--- config.mk ---
export PLATFORM = sky130hd
export DESIGN_NAME = fifo_stream_reader
export DESIGN_NICKNAME = d
export VERILOG_FILES = /design/src/rtl/fifo_stream_pkg.sv /design/src/rtl/stream_out_buf.sv /design/src/rtl/fifo_stream_reader.sv
export SDC_FILE = /design/constraint.sdc
export NUM_CORES = 1
export LEC_CHECK = 0
export BUFFER_PORTS_ARGS = -buffer_cell sky130_fd_sc_hd__buf_2
export CORE_ASPECT_RATIO = 0.9
export CORE_UTILIZATION = 50
export CTS_BUF_LIST = sky130_fd_sc_hd__clkbuf_8
export CTS_CLUSTER_DIAMETER = 40
export DETAILED_ROUTE_END_ITERATION = 10
export PLACE_DENSITY = 0.78
export RECOVER_POWER = 25
export SYNTH_ARGS = -nofsm -noshare
export SYNTH_HDL_FRONTEND = slang
export SYNTH_SLANG_ARGS = --single-unit
--- constraint.sdc ---
create_clock -name clk -period 2 [get_ports clk]
set_clock_uncertainty 0.15 [all_clocks]
set_input_delay 0.1 -clock clk [delete_from_list [all_inputs] [get_ports clk]]
set_output_delay 0.1 -clock clk [all_outputs]
set_load 0.02 [all_outputs]
--- src/rtl/fifo_stream_pkg.sv ---
`default_nettype none
// ============================================================================
// Module  : fifo_stream_pkg
// Brief   : Shared widths, occupancy encoding and counter sizing for the
//           FIFO stream reader.
// Rev     : 1.0  initial release
// ============================================================================
package fifo_stream_pkg;

    localparam int DEF_DATA_W = 8;

    localparam logic [1:0] OCC_EMPTY = 2'd0;
    localparam logic [1:0] OCC_ONE   = 2'd1;
    localparam logic [1:0] OCC_TWO   = 2'd2;

    // A one-beat packet still needs a 1-bit counter to keep the datapath legal.
    function automatic int cnt_width(input int pkt_len);
        return (pkt_len <= 1) ? 1 : $clog2(pkt_len);
    endfunction

endpackage
`default_nettype wire

--- src/rtl/stream_out_buf.sv ---
`default_nettype none
// ============================================================================
// Module  : stream_out_buf
// Brief   : 2-entry FIFO-ordered valid/ready output buffer; head entry drives
//           the stream outputs directly from registers.
// Rev     : 1.0  initial release
// ============================================================================
module stream_out_buf
    import fifo_stream_pkg::*;
#(
    parameter int WIDTH = 9
) (
    input  logic             clk,
    input  logic             rst,
    input  logic             push,
    input  logic [WIDTH-1:0] push_data,
    input  logic             ready,
    output logic             valid,
    output logic [WIDTH-1:0] head,
    output logic [1:0]       occupancy
);

    logic [WIDTH-1:0] r_head;
    logic [WIDTH-1:0] r_tail;
    logic [1:0]       r_occ;
    logic             w_pop;

    assign valid     = (r_occ != OCC_EMPTY);
    assign head      = r_head;
    assign occupancy = r_occ;
    assign w_pop     = valid & ready;

    always_ff @(posedge clk or posedge rst) begin
        if (rst) begin
            r_head <= '0;
            r_tail <= '0;
            r_occ  <= OCC_EMPTY;
        end else begin
            case (r_occ)
                OCC_EMPTY: begin
                    if (push) begin
                        r_head <= push_data;
                        r_occ  <= OCC_ONE;
                    end
                end
                OCC_ONE: begin
                    if (push && w_pop) begin
                        r_head <= push_data;
                    end else if (push) begin
                        r_tail <= push_data;
                        r_occ  <= OCC_TWO;
                    end else if (w_pop) begin
                        r_occ  <= OCC_EMPTY;
                    end
                end
                OCC_TWO: begin
                    // The read-issue rule upstream guarantees no push lands here.
                    if (w_pop) begin
                        r_head <= r_tail;
                        r_occ  <= OCC_ONE;
                    end
                end
                default: r_occ <= OCC_EMPTY;
            endcase
        end
    end

    a_no_overflow: assert property (@(posedge clk) disable iff (rst)
        !(push && !w_pop && (r_occ == OCC_TWO)));

endmodule
`default_nettype wire

--- src/rtl/fifo_stream_reader.sv ---
`default_nettype none
// ============================================================================
// Module  : fifo_stream_reader
// Brief   : Drains an 8-bit synchronous FIFO into a valid/ready stream with
//           fixed-length packet framing on m_last.
// Rev     : 1.0  initial release
// ============================================================================
module fifo_stream_reader
    import fifo_stream_pkg::*;
#(
    parameter int DATA_W  = DEF_DATA_W,
    parameter int PKT_LEN = 4,
    parameter int CNT_W   = cnt_width(PKT_LEN)
) (
    input  logic              clk,
    input  logic              rst,
    input  logic              en,
    input  logic              fifo_empty,
    input  logic [DATA_W-1:0] fifo_data,
    output logic              fifo_rd_en,
    output logic              m_valid,
    input  logic              m_ready,
    output logic [DATA_W-1:0] m_data,
    output logic              m_last,
    output logic [1:0]        occupancy
);

    logic             r_inflight;
    logic [CNT_W-1:0] r_beat_cnt;
    logic             w_pop;
    logic             w_last;
    logic [2:0]       w_level;
    logic [DATA_W:0]  w_head;

    assign w_pop = m_valid & m_ready;

    // Buffer level after this edge, counting the byte already on its way.
    assign w_level    = {1'b0, occupancy} + {2'b00, r_inflight} - {2'b00, w_pop};
    assign fifo_rd_en = en & ~fifo_empty & ~rst & (w_level < 3'd2);

    // Counted at capture time: the buffer is FIFO-ordered and never drops a
    // beat, so the capture index equals the accepted-beat index.
    assign w_last = (r_beat_cnt == CNT_W'(PKT_LEN - 1));

    always_ff @(posedge clk or posedge rst) begin
        if (rst) begin
            r_inflight <= 1'b0;
            r_beat_cnt <= '0;
        end else begin
            r_inflight <= fifo_rd_en;
            if (r_inflight) begin
                r_beat_cnt <= w_last ? '0 : r_beat_cnt + CNT_W'(1);
            end
        end
    end

    stream_out_buf #(
        .WIDTH (DATA_W + 1)
    ) u_out_buf (
        .clk       (clk),
        .rst       (rst),
        .push      (r_inflight),
        .push_data ({w_last, fifo_data}),
        .ready     (m_ready),
        .valid     (m_valid),
        .head      (w_head),
        .occupancy (occupancy)
    );

    assign m_last = w_head[DATA_W];
    assign m_data = w_head[DATA_W-1:0];

endmodule
`default_nettype wire

==> flow_summary.toml <==
[outcome]
status = "finished with violations"
violations = "setup timing"

[yosys]
synth_xor_area_frac = 0.00755
synthSimpleGateAreaFrac = 0.0539
avgSynthCellArea_um2 = 15.7
ys_ff_latch = 23
synth_cell_types = 21
synth_mux_area_frac = 0.354
synthAdderAreaFrac = 0.0280
ys.warnings.count = 0
syn_area_um2 = 1160
syn-num-nets = 89
synth_top_family_by_area = "multiplexers"
synth_compound_area_frac = 0.0378
synth_cells = 74
seq_area_frac_synth = 0.496

[pwr]
p_int_mw = 1.02
vdd_drop_max_v = 0.000760
total_power_mw = 1.49
leakage_nw = 0.737
pwr-share-clk = 0.197
seqPwrFrac = 0.464
p_sw_mw = 0.471
p_comb_frac = 0.339
swShare = 0.316
p_per_area_nw_per_um2 = 966

[place]
routabilityCongestion = 0.724
place.port_buffers = 25
post-place-cells = 131
placed_cell_area_um2 = 1380
dpl.hpwl_um = 1680

[sta]
grt_setup_unrepaired = "true"
slew_viol_final = 0
setup_slack_ns = -0.299
maxSlewHeadroom = 0.657
post-route-period-util = 1.15
tightest_slew_ns = 0.514
period_needed_ns = 2.30
setup_viol = 1
hold_viol = 0
fmax_mhz = 435

[clock_network]
cts.clk_slew.worst_paths_ns = 0.08
cts_max_path_buffers = 2
cts.sinks = 23
ctsRootBufferMaster = "clkbuf_8"
cts_tree = "done"
htreeDepth = 1
cts_buffers = 3
clock_latency_ns = 0.26

[layout]
nets = 136
layout-drive-gt1-share = 0.600
n_antenna_cell = 0
fill_cells = 147
final_cells = 147
areaGrowthSynthToFinish_pct = 32.9
fin_area_um2 = 1540

[worst_setup_path]
slowest_stage = "fa_1"
rr_endpoint = "r_inflight"
rr_worst_depth = 7
crit_path_end_kind = "output pin"
cp-start-kind = "flip-flop"
crit_chain = "nor2b_4, and2_4, o21ai_2, fa_1, nand2_2, nor4_4, buf_4"
required_ns = 1.75
r2r_setup_slack_ns = 0.05
crit_type = "flip-flop to output pin"
r2r_start = "u_out_buf.occupancy[0]"
critPathMaxStageDelay_ns = 0.51
cp.arrival_ns = 2.05
crit_family = "simple AND/OR/NAND/NOR gates"
critPathBufInv = 1
worstPathMaxFanout = 3

[grt]
grt_pass1_vias = 800
antenna_found_initial = 0
gr-total-overflow = 0
grt_use_total = 0.221
grt_first_pass_wirelength_um = 3810
grt_max_degree = 15

[hold_path]
hold_path_class = "primary input to flip-flop"
hold_end = "r_inflight"
holdPathStages = 4
min_from = "en"

[floorplan]
initial_core_util = 0.532
fp.dieH_um = 47.7
io_pins = 26
core_um2 = 2180
die_w_um = 52.8
row_count = 16
die-area_um2 = 2520

[routing]
wl_per_cell_um = 16.3
drcViolationCount = 0
vias = 769
drt_iter0_markers = 6
drt_first_pass_iters = 4
viasPerCell = 5.23
wl_um = 2400
ant_nets = 0

[flow_run]
drv_cap = 0
[per-layer routing]
metal / up-vias / track usage / wire (um)
met5: - / 0 / 0
met1: 384 / 0.277 / 1120
li1: 357 / - / -
met4: 0 / 0.100 / 30
met2: 22 / 0.382 / 1170
met3: 6 / 0.0381 / 74
[synthesized netlist by cell type]
| master | n | share of area |
|---|---|---|
| and2_1 | 1 | 0.0054 |
| xor2_1 | 1 | 0.0076 |
| inv_1 | 1 | 0.0032 |
| o22ai_1 | 1 | 0.0054 |
| nor4_1 | 1 | 0.0054 |
| and2b_1 | 2 | 0.013 |
| mux2_4 | 17 | 0.22 |
| o2bb2ai_4 | 1 | 0.024 |
| nand2_1 | 1 | 0.0032 |
| dfrtp_1 | 23 | 0.50 |
| and2_4 | 1 | 0.0076 |
| ha_1 | 1 | 0.011 |
| nor2b_2 | 1 | 0.0076 |
| fa_1 | 1 | 0.017 |
| buf_6 | 2 | 0.019 |
| mux2i_1 | 2 | 0.017 |
| or2_2 | 1 | 0.0054 |
| o21ai_0 | 1 | 0.0043 |
| mux2_2 | 12 | 0.12 |
| nor2_1 | 2 | 0.0065 |
| a21oi_1 | 1 | 0.0043 |
[logic make-up after synthesis]
group | after synthesis
AO/OA/AOI/OAI | 4
XOR/XNOR | 1
adder cells (fa/ha/maj) | 2
buffers and inverters | 3
flip-flops | 23
multiplexers | 31
AND/OR/NAND/NOR | 10
[worst max path at each step]
| stage | start | end | depth (start not counted) |
|---|---|---|---|
| after floorplan | u_out_buf.occupancy[1] | r_inflight | 7 |
| after global placement | u_out_buf.occupancy[0] | fifo_rd_en | 7 |
| after detailed placement | u_out_buf.occupancy[0] | fifo_rd_en | 7 |
| after CTS | u_out_buf.occupancy[0] | fifo_rd_en | 7 |
| after global routing | u_out_buf.occupancy[0] | fifo_rd_en | 7 |
| final | u_out_buf.occupancy[0] | fifo_rd_en | 7 |
[state kept, by name (all words and copies together) (netlist names)]
signal,cells
r_beat_cnt,2
r_inflight,1
u_out_buf.r_tail,9
u_out_buf.occupancy,2
u_out_buf.head,9
[power groups by stage]
stage	clock [mW]	combinational, mW	sequential, mW
2_1_floorplan	0	0.257	0.778
3_3_place_gp	0	0.477	0.687
3_5_place_dp	0	0.496	0.700
4_1_cts	0.295	0.516	0.692
5_1_grt	0.318	0.548	0.710
6_report	0.294	0.505	0.692
[worst register-to-register path, delay by kind of cell (launching register included)]
kind                     cells  cell delay [ns]
AND/OR/NAND/NOR              4             0.58
adder cells (fa/ha/maj)      1             0.51
flip-flops                   1             0.44
buffers and inverters        1             0.15
AO/OA/AOI/OAI                1             0.07
[layout make-up]
class / instances / area [um2] / share of cell area
Tap cell: 27 / 33.8 / 0.0219
Clock inverter: 1 / 5.00 / 0.00325
Sequential cell: 23 / 578 / 0.375
Timing Repair Buffer: 44 / 293 / 0.190
Inverter: 1 / 3.75 / 0.00244
Clock buffer: 3 / 41.3 / 0.0268
Multi-Input combinational cell: 48 / 587 / 0.381
[stage by stage]
step	setup TNS, ns	setup WS [ns]	utilization	hold WS [ns]
6_report	-0.299	-0.299	0.706	0.0763
5_1_grt	-0.411	-0.388	0.706	0.0732
4_1_cts	-0.265	-0.265	0.709	0.0616
3_5_place_dp	-0.0803	-0.0803	0.632	0.0407
3_3_place_gp	-0.00930	-0.00930	0.632	0.0384
2_1_floorplan	-0.611	-0.330	-	-0.0482
[layout by cell type, fill, tap and decap left out, drive strengths merged]
cell type,Yosys,final
a21oi,1,1
and2,2,2
and2b,2,2
buf,2,29
clkbuf,0,7
clkinv,0,1
dfrtp,23,23
dlygate4sd3,0,11
fa,1,1
ha,1,1
inv,1,1
mux2,29,29
mux2i,2,2
nand2,1,1
nor2,2,2
nor2b,1,1
nor4,1,1
o21ai,1,1
o22ai,1,1
o2bb2ai,1,1
or2,1,1
xor2,1,1
[timing repair]
item | in CTS | in global routing
setup endpoints to repair | 1 | 2
pin swaps | 2 | 0
hold buffers | 11 | 0
setup buffers | 1 | 1
hold endpoints to repair | 23 | 0
gates resized for setup | 1 | 0
No activity file was read; power rests on OpenSTA's default activity.
